$ cat src/rtl/mode_button_controller.sv
// Debounced front-panel button that sequences a 4-mode operating state.
// A short press (released before the long threshold) advances mode 0->1->2->3->0.
// A long hold forces mode 0 once per press.
// Timing comes from external single-cycle strobes supplied by the slow clock divider.
//
// Ports:
//   clk          system clock; all state updates on its rising edge
//   rst          synchronous, active-high reset; overrides every other input
//   btn_raw      asynchronous pushbutton level, 1 = pressed
//   tick         1-cycle debounce sample strobe
//   hold_tick    1-cycle slow strobe used to time a long press
//   btn_db       debounced button level
//   mode         current mode, 0..3
//   mode_onehot  combinational one-hot decode of mode
//   mode_change  1-cycle pulse on every accepted mode event
//   long_press   1-cycle pulse when the long-press threshold is reached
module mode_button_controller #(
  parameter int unsigned DEBOUNCE_SAMPLES = 4,
  parameter int unsigned LONG_TICKS       = 5
) (
  input  logic       clk,
  input  logic       rst,
  input  logic       btn_raw,
  input  logic       tick,
  input  logic       hold_tick,
  output logic       btn_db,
  output logic [1:0] mode,
  output logic [3:0] mode_onehot,
  output logic       mode_change,
  output logic       long_press
);

  typedef enum logic [1:0] {StIdle, StPressed, StLong} state_e;

  localparam logic [3:0] DbLast    = 4'(DEBOUNCE_SAMPLES - 1);
  localparam logic [7:0] LongTicks = 8'(LONG_TICKS);

  logic       sync_q, btn_s_q;
  logic       btn_db_q, btn_db_d;
  logic [3:0] db_cnt_q, db_cnt_d;
  logic [7:0] hcnt_q, hcnt_d;
  state_e     state_q, state_d;
  logic [1:0] mode_q, mode_d;
  logic       mode_change_q, mode_change_d;
  logic       long_press_q, long_press_d;
  logic       long_done, long_hit;

  // Debounce: a level flip needs DEBOUNCE_SAMPLES consecutive differing samples.
  // Any agreeing sample restarts the count.
  always_comb begin
    btn_db_d = btn_db_q;
    db_cnt_d = db_cnt_q;
    if (tick) begin
      if (btn_s_q == btn_db_q) begin
        db_cnt_d = '0;
      end else if (db_cnt_q == DbLast) begin
        btn_db_d = ~btn_db_q;
        db_cnt_d = '0;
      end else begin
        db_cnt_d = db_cnt_q + 4'd1;
      end
    end
  end

  // Hold timing uses the pre-update btn_db, so a same-cycle tick cannot affect it.
  // Once the press has gone long, hcnt freezes, so later hold_ticks produce no second pulse.
  assign long_done = (state_q == StLong);
  assign long_hit  = btn_db_q && !long_done && hold_tick && ((hcnt_q + 8'd1) == LongTicks);

  always_comb begin
    hcnt_d = hcnt_q;
    if (!btn_db_q) begin
      hcnt_d = '0;
    end else if (!long_done && hold_tick) begin
      hcnt_d = hcnt_q + 8'd1;
    end
  end

  always_comb begin
    state_d       = state_q;
    mode_d        = mode_q;
    mode_change_d = 1'b0;
    long_press_d  = 1'b0;
    unique case (state_q)
      StIdle: begin
        if (btn_db_q) state_d = long_hit ? StLong : StPressed;
      end
      StPressed: begin
        if (!btn_db_q) begin
          state_d       = StIdle;
          mode_d        = mode_q + 2'd1;
          mode_change_d = 1'b1;
        end else if (long_hit) begin
          state_d = StLong;
        end
      end
      StLong: begin
        if (!btn_db_q) state_d = StIdle;
      end
      default: state_d = StIdle;
    endcase
    // A long hit forces mode 0 and still pulses mode_change when mode is already 0.
    if (long_hit) begin
      mode_d        = 2'd0;
      mode_change_d = 1'b1;
      long_press_d  = 1'b1;
    end
  end

  always_ff @(posedge clk) begin
    if (rst) begin
      sync_q        <= 1'b0;
      btn_s_q       <= 1'b0;
      btn_db_q      <= 1'b0;
      db_cnt_q      <= '0;
      hcnt_q        <= '0;
      state_q       <= StIdle;
      mode_q        <= 2'd0;
      mode_change_q <= 1'b0;
      long_press_q  <= 1'b0;
    end else begin
      sync_q        <= btn_raw;
      btn_s_q       <= sync_q;
      btn_db_q      <= btn_db_d;
      db_cnt_q      <= db_cnt_d;
      hcnt_q        <= hcnt_d;
      state_q       <= state_d;
      mode_q        <= mode_d;
      mode_change_q <= mode_change_d;
      long_press_q  <= long_press_d;
    end
  end

  assign btn_db      = btn_db_q;
  assign mode        = mode_q;
  assign mode_onehot = 4'b0001 << mode_q;
  assign mode_change = mode_change_q;
  assign long_press  = long_press_q;

endmodule

$ cat config.mk
export PLATFORM = sky130hd
export DESIGN_NAME = mode_button_controller
export DESIGN_NICKNAME = d
export VERILOG_FILES = /design/src/rtl/mode_button_controller.sv
export SDC_FILE = /design/constraint.sdc
export NUM_CORES = 1
export LEC_CHECK = 0
export ABC_CLOCK_PERIOD_IN_PS = 2700
export BUFFER_PORTS_ARGS = -buffer_cell sky130_fd_sc_hd__buf_2
export CAP_MARGIN = 20
export CORE_ASPECT_RATIO = 2
export CORE_UTILIZATION = 36
export DETAILED_ROUTE_END_ITERATION = 7
export PLACE_DENSITY = 0.58
export SETUP_SLACK_MARGIN = 0.2
export SYNTH_ARGS = -nofsm -noshare
export SYNTH_HDL_FRONTEND = slang
export SYNTH_SLANG_ARGS = --single-unit
$ cat constraint.sdc
create_clock -name clk -period 2.7 [get_ports clk]
set_clock_uncertainty 0.05 [all_clocks]
set_input_delay 0.135 -clock clk [delete_from_list [all_inputs] [get_ports clk]]
set_output_delay 0.135 -clock clk [all_outputs]
set_load 0.05 [all_outputs]
==> results of run 1 <==
==> cell usage in the layout (no fill, tap or decap), types with 2 or more instances in the layout <==
cell / Yosys / layout
xor2_1: 4 / 4
nand3_1: 6 / 6
inv_1: 7 / 7
o21ai_0: 2 / 2
a21oi_1: 8 / 8
nand2b_1: 2 / 2
clkbuf_8: 0 / 3
ha_1: 7 / 7
buf_2: 0 / 13
nor3_1: 4 / 4
nor2b_1: 2 / 2
nand2_1: 5 / 5
xnor2_1: 4 / 4
nor3b_1: 2 / 2
and2_1: 2 / 2
nand4_1: 2 / 2
and3b_1: 2 / 2
nor2_1: 11 / 11
dfxtp_1: 21 / 21
a211oi_1: 2 / 2
==> how the worst max path moves through the flow <==
stage	startpoint	end	slack [ns]
2_1_floorplan	hcnt_q[0]	state_q[1]	0.99
3_3_place_gp	hcnt_q[0]	state_q[1]	0.93
6_report	hcnt_q[0]	state_q[1]	0.88
5_1_grt	hcnt_q[0]	mode_change	0.79
3_5_place_dp	hcnt_q[0]	state_q[1]	0.90
4_1_cts	hcnt_q[0]	state_q[1]	0.88
==> power by group through the flow <==
stage	Sequential, mW	Clock [mW]	Combinational, mW
6_report	0.312	0.205	0.0152
5_1_grt	0.313	0.227	0.0174
4_1_cts	0.312	0.214	0.0157
3_5_place_dp	0.320	0	0.0156
3_3_place_gp	0.320	0	0.0152
2_1_floorplan	0.319	0	0.00996
==> synthesized netlist by cell type (all sizes together) <==
master,number,share of area
a2111oi,1,0.014
a211oi,2,0.014
a21boi,1,0.0072
a21oi,8,0.038
a2bb2o,1,0.0096
a41oi,1,0.0084
and2,2,0.012
and2b,1,0.0084
and3,2,0.013
and3b,2,0.017
and4,2,0.020
buf,1,0.0036
clkbuf,3,0.011
dfxtp,21,0.40
ha,7,0.084
inv,7,0.025
nand2,5,0.018
nand2b,2,0.012
nand3,6,0.029
nand3b,1,0.0072
nand4,2,0.012
nand4b,1,0.0084
nor2,11,0.040
nor2b,2,0.012
nor3,4,0.019
nor3b,2,0.014
nor4,1,0.0060
o2111a,1,0.012
o211a,1,0.0096
o21ai,2,0.0096
o21ba,1,0.0096
o41ai,1,0.0084
or3,1,0.0060
or3b,1,0.0084
xnor2,4,0.034
xor2,4,0.034
==> stage by stage <==
step / instance area (sq um) / hold slack [ns]
final: 1174 / 0.03415
after global routing: 1174 / 0.04576
after CTS: 1174 / 0.03059
after detailed placement: 1127 / 0.3017
after global placement: 1127 / 0.3023
after floorplan: 1041 / 0.2132
==> kinds of logic after synthesis <==
group | count (synthesis) | synth area share
fa+ha+maj | 7 | 0.08413
compound gates | 20 | 0.1418
simple gates | 48 | 0.2632
xor+xnor | 8 | 0.06730
buf+inv | 11 | 0.03966
flops | 21 | 0.4038
==> flip-flops by register name, indices dropped and copies added, names as in the netlist <==
| name | count |
|---|---|
| hcnt_q | 8 |
| db_cnt_q | 4 |
| mode | 2 |
| state_q | 2 |
| btn_db | 1 |
| btn_s_q | 1 |
| long_press | 1 |
| mode_change | 1 |
| sync_q | 1 |
==> layer usage <==
| metal | wire (um) | vias to the layer above |
|---|---|---|
| met5 | 0 | - |
| met4 | 13 | 0 |
| met3 | 35 | 2 |
| met2 | 1253 | 6 |
| met1 | 800 | 403 |
| li1 | - | 428 |
==> worst max-delay path: stages, from the launching register on <==
cell	delay (ns)
dfxtp_1	0.37
ha_1	0.28
and4_2	0.25
o211a_1	0.20
o2111a_2	0.28
a2bb2o_1	0.28
==> area by class of cell <==
class | instances | area (sq um) | share of cell area
Clock buffer | 3 | 41.29 | 0.03518
Clock inverter | 1 | 5.005 | 0.004264
Tap cell | 29 | 36.28 | 0.03092
Inverter | 7 | 26.28 | 0.02239
Multi-Input combinational cell | 83 | 579.3 | 0.4936
Sequential cell | 21 | 420.4 | 0.3582
Timing Repair Buffer | 13 | 65.06 | 0.05544
==> out/qor.txt, run 1 <==
Sw Ratio: 0.2115
Net Sw Power: 112.5 uW
Routed len/inst: 13.39 um
Met3 Track Usage GR: 0.02542
Hold Path Depth: 2
RSZ-0062 raised after global routing: false
Total congestion overflow: 0
Hold Vio Cnt, Final: 0
Max Cap Violations: 0
First-pass GRT wire length: 3601 um
Initial drt markers: 11
Pre-CTS WS: 0.8979 ns
Distinct cells, synth: 38
Crit Path Class: reg -> reg
Reg clk slew, reported paths: 0.08 ns
Fin cells: 157
Setup crit end kind: flop
First-pass iteration count of the detailed router: 4
Min-delay src: btn_raw
H-tree Lvls: 1
Clk sinks: 21
Largest net degree at the start of global routing: 13
CP startpoint kind: flop
Ratio of final minimum period to clock period: 0.6734
Die height: 78.05 um
Placer Congestion: 0.6710
Post-CTS resize count: 0
Pint: 419.7 uW
Clk pwr share: 0.385
Flop pwr share: 0.587
Req. time, crit path: 2.80 ns
Vias in the first global route: 839
Drt drc: 0
Hold Path End: sync_q
Power Dens Cells: 453.5 nW/um^2
GRT Util Overall: 0.1598
Num rows: 27
Slew Limit Fails: 0
Fmax: 550.0 MHz
Via density: 5.344
Yosys reg bits: 21
Share of cells above drive strength 1: 0.1953
Logic pwr share: 0.029
Critical-path maximum fanout: 7
Root buffer cell: clkbuf_8
Setup_tns: 0 ns
Crit path arrival time: 1.92 ns
Worst-skew pair later-pin latency: 0.26 ns
Routed Antenna Nets: 0
Syn nets: 127
Peak supply drop: 278.8 uV
Final nets: 141
Floorplan core area: 2736 sq um
Reg-to-Reg End: state_q[1]
DP HPWL: 1606 um
Port buffer count: 13
Minimum clock period: 1.818 ns
Area growth syn-to-layout: 12.74%
R2R setup slack: 0.88 ns
GRT met2 Usage: 0.3000
Status: complete, no violations
Diodes inserted: 0
Synth Instances: 115
Fill count: 288
Detailed Route WL: 2103 um
Initial antenna violation count: 0
Final setup viols: 0
Routing usage on met1: 0.1633
Post-CTS Setup Inserts: 0
R2R Path Start: hcnt_q[0]
Num ports: 14
Die Area: 3124 sq um
Clk buf depth: 2
Synth warnings: 0
Num CTS Buffers: 3
DR vias: 839
R2r worst-path depth: 5
CTS tree: yes
Die width: 40.03 um
Seq/Total Area, Yosys: 0.4038
Tot Pwr: 532.2 uW
Post-Synthesis Cell Area: 1041 sq um
PnR worst setup slack: 0.8818 ns
Leak pwr: 0.4725 nW
Worst slew margin: 0.6340
End-of-flow core utilization: 0.4289
Post-CTS Hold Buffers: 0
Avg Inst Size Synth: 9.052 sq um
Inst Count DP: 153
Min-delay worst type: in -> reg
Starting density of the core: 0.3804
Worst-Margin Slew: 0.5479 ns
Layer with the highest usage: met2
(Power assumes the default switching activity.)
==> inputs of run 2 (changes only) <==
--- a/config.mk
+++ b/config.mk
@@ -5,7 +5,8 @@
 export SDC_FILE = /design/constraint.sdc
 export NUM_CORES = 1
 export LEC_CHECK = 0
-export ABC_CLOCK_PERIOD_IN_PS = 2700
+export ABC_AREA = 1
+export ABC_CLOCK_PERIOD_IN_PS = 1750
 export BUFFER_PORTS_ARGS = -buffer_cell sky130_fd_sc_hd__buf_2
 export CAP_MARGIN = 20
 export CORE_ASPECT_RATIO = 2
==> constraint.sdc (replaced) <==
create_clock -name clk -period 1.75 [get_ports clk]
set_clock_uncertainty 0.05 [all_clocks]
set_input_delay 0.0875 -clock clk [delete_from_list [all_inputs] [get_ports clk]]
set_output_delay 0.0875 -clock clk [all_outputs]
set_load 0.05 [all_outputs]
==> out/qor.txt, run 2 <==
Post-synth ARST share: 0 (unchanged)
Avg Inst Size Synth: 7.259 sq um (-20%)
H-tree Lvls: 1 (unchanged)
Routed len/inst: 11.41 um (-15%)
Slew Limit Fails: 0 (unchanged)
Synth Instances: 151 (+31%)
RSZ-0062 raised after global routing: false
Die Area: 3282 sq um (+5.1%)
DR vias: 974 (+16%)
Yosys reg bits: 21 (unchanged)
Reg clk slew, reported paths: 0.08 ns (about the same)
Final setup viols: 0 (unchanged)
Distinct cells, synth: 22 (-42%)
Power Dens Cells: 652.4 nW/um^2 (+44%)
Drt drc: 0 (unchanged)
Req. time, crit path: 1.86 ns (-0.94 ns)
Max Cap Violations: 0 (unchanged)
Worst-skew pair later-pin latency: 0.26 ns (about the same)
Critical path cell sequence: ha_2 > inv_1 > nand2_1 > nand2_1 > nor2_1 > nand3_2 > nor2_4 > nand3_2 > nand2_1 > nor2_1
Clk sinks: 21 (unchanged)
Total congestion overflow: 0 (unchanged)
Min-delay src: rst
Hold Path End: btn_s_q
Top FF cell, synth: dfxtp_1
Detailed Route WL: 2281 um (+8.5%)
Ratio of final minimum period to clock period: 0.8229 (+0.1495)
CTS tree: yes
CP top delay family: simple AND/OR/NAND/NOR gates
CP dominant cell by count: nand2_1
Slowest cell on crit path: dfxtp_2
GRT Util Overall: 0.1613 (+0.001510)
Commonest non-fill, non-tap cell in the layout: inv_1
Synth warnings: 0 (unchanged)
Die height: 80.03 um (+2.5%)
R2r worst-path depth: 10 (+5)
Logic pwr share: 0.036 (+0.007)
Crit-path max cell delay: 0.36 ns (about the same)
CP startpoint kind: flop
Largest cells by area after synthesis: dfxtp_1 (38%), inv_1 (11%), nand2_1 (9.2%), ha_1 (8.0%), nand3_1 (5.9%)
Root buffer cell: clkbuf_8
R2R setup slack: 0.31 ns (-0.57 ns)
Tot Pwr: 832.6 uW (+56%)
Hold Vio Cnt, Final: 0 (unchanged)
Leak pwr: 0.6086 nW (+29%)
Fmax: 694.4 MHz (+26%)
Top cell type's share of synthesized area: 0.3836 (-0.02028)
Most common cell in the netlist: inv_1
Reg-to-Reg End: mode[0]
Peak supply drop: 426.0 uV (+53%)
First-pass iteration count of the detailed router: 4 (unchanged)
Net Sw Power: 182.2 uW (+62%)
Routed Antenna Nets: 0 (unchanged)
Worst slew margin: 0.8334 (+0.1995)
Diodes inserted: 0 (unchanged)
Setup_tns: 0 ns (unchanged)
Syn nets: 163 (+28%)
Initial drt markers: 18 (+7)
Setup crit end kind: flop
Synth top cells by count: inv_1 (32), nand2_1 (27), dfxtp_1 (21)
Seq/Total Area, Yosys: 0.3836 (-0.02028)
Crit Path Class: reg -> reg
Num CTS Buffers: 3 (unchanged)
Port buffer count: 13 (unchanged)
Clk buf depth: 2 (unchanged)
Final nets: 183 (+30%)
Post-synth EDFFs: 0 (unchanged)
Yosys top cell by area: dfxtp_1
Starting density of the core: 0.3769 (-0.003493)
Final Cell Area: 1276 sq um (+8.7%)
Crit path arrival time: 1.55 ns (-0.37 ns)
First-pass GRT wire length: 3719 um (+3.3%)
Area growth syn-to-layout: 16.44%
Largest Register: hcnt_q
Post-DP Area: 1199 sq um (+6.3%)
Initial antenna violation count: 0 (unchanged)
Number of flip-flops in the largest register: 8 (unchanged)
Sw Ratio: 0.2189 (+0.007400)
Pint: 650.4 uW (+55%)
Worst-Margin Slew: 0.2479 ns (-0.2999 ns)
Floorplan core area: 2908 sq um (+6.3%)
Vias in the first global route: 985 (+17%)
Share of cells above drive strength 1: 0.2000 (+0.004688)
DP HPWL: 1803 um (+12%)
Placer Congestion: 0.8483 (+26%)
Flop pwr share: 0.579 (-0.008)
Via density: 4.870 (-8.9%)
Crit path buffers/inverters: 1 (+1)
Post-Synthesis Cell Area: 1096 sq um (+5.3%)
Num rows: 28 (+3.7%)
Status: complete, no violations
Critical-path maximum fanout: 5 (-2)
Minimum clock period: 1.440 ns (-0.3781 ns)
Hold Path Depth: 2 (unchanged)
Biggest regs: hcnt_q: 8 flops, db_cnt_q: 4 flops
Min-delay worst type: in -> reg
Largest net degree at the start of global routing: 13 (unchanged)
Most frequent cells in the layout: inv_1 (31), nand2_1 (27), dfxtp_1 (18)
Clk pwr share: 0.384 (about the same)
Die width: 41.02 um (+2.5%)
Num ports: 14 (unchanged)
R2R Path Start: hcnt_q[0]
## run 2: cell types whose count changed after synthesis, moves of 3 or more
cell,previous run,this run
nor2_2,0,3
nor3_1,4,1
nand3_1,6,13
xnor2_1,4,0
nand2_1,5,27
o21ai_0,2,9
nor2_4,0,3
clkbuf_1,3,0
inv_1,7,32
## run 2: stage by stage
stage,setup WS [ns],utilization,instances,hold WS [ns]
2_1_floorplan,0.2672,-,151,0.1321
3_3_place_gp,0.3439,0.4122,194,0.2349
3_5_place_dp,0.3018,0.4122,194,0.2387
4_1_cts,0.2797,0.4350,200,0.06734
5_1_grt,0.1631,0.4389,200,0.06609
6_report,0.3100,0.4389,200,0.06042
## run 2: kinds of logic (layout without fill, tap and decap cells)
| kind of cell | Yosys count | count (layout) | share of synthesized area |
|---|---|---|---|
| simple gates | 64 | 64 | 0.2820 |
| xor+xnor | 3 | 3 | 0.02398 |
| compound gates | 22 | 22 | 0.1107 |
| flops | 21 | 21 | 0.3836 |
| fa+ha+maj | 7 | 7 | 0.07991 |
| buf+inv | 34 | 53 | 0.1199 |
## run 2: area by class of cell
type,count,area (sq um)
fill,304,1632
multi-input combinational,96,551.8
sequential,21,424.2
inverter,33,123.9
timing repair buffer,16,92.59
clock buffer,3,41.29
tap,30,37.54
clock inverter,1,5.005
## run 2: power groups by stage
| stage | Clock (mW) | Sequential (mW) | Combinational (mW) |
|---|---|---|---|
| after CTS | 0.330 | 0.482 | 0.0313 |
| after detailed placement | 0 | 0.494 | 0.0278 |
| after global routing | 0.346 | 0.483 | 0.0352 |
| after floorplan | 0 | 0.493 | 0.0195 |
| final | 0.320 | 0.482 | 0.0304 |
| after global placement | 0 | 0.494 | 0.0271 |
## run 2: worst max-delay path by stage
| stage | to | depth (start not counted) | startpoint | slack, ns |
|---|---|---|---|---|
| after floorplan | hcnt_q[5] | 6 | btn_db | 0.27 |
| after global placement | mode[0] | 9 | hcnt_q[0] | 0.34 |
| after detailed placement | mode[0] | 10 | hcnt_q[0] | 0.30 |
| after CTS | mode[0] | 10 | hcnt_q[0] | 0.28 |
| after global routing | mode[0] | 10 | hcnt_q[0] | 0.16 |
| final | mode[0] | 10 | hcnt_q[0] | 0.31 |
## run 2: worst register-to-register path: stages (launching register included)
cell,delay [ns]
dfxtp_2,0.36
ha_2,0.20
inv_1,0.05
nand2_1,0.05
nand2_1,0.06
nor2_1,0.13
nand3_2,0.11
nor2_4,0.11
nand3_2,0.07
nand2_1,0.09
nor2_1,0.04
## run 2: layer usage
layer | part of all wire | up-vias | global-route usage
met5 | 0 | - | 0
met1 | 0.38 | 450 | 0.1379
met2 | 0.59 | 9 | 0.3063
met4 | 0.021 | 0 | 0.09333
li1 | - | 511 | -
met3 | 0.014 | 4 | 0.01671
## run 2: timing repair
item | 4_1_cts | 5_1_grt
hold buffers | 2 | 0
gates resized for setup | 0 | 6
endpoints found under the hold margin | 2 | 0
setup buffers | 0 | 0
endpoints found under the setup margin | 0 | 5
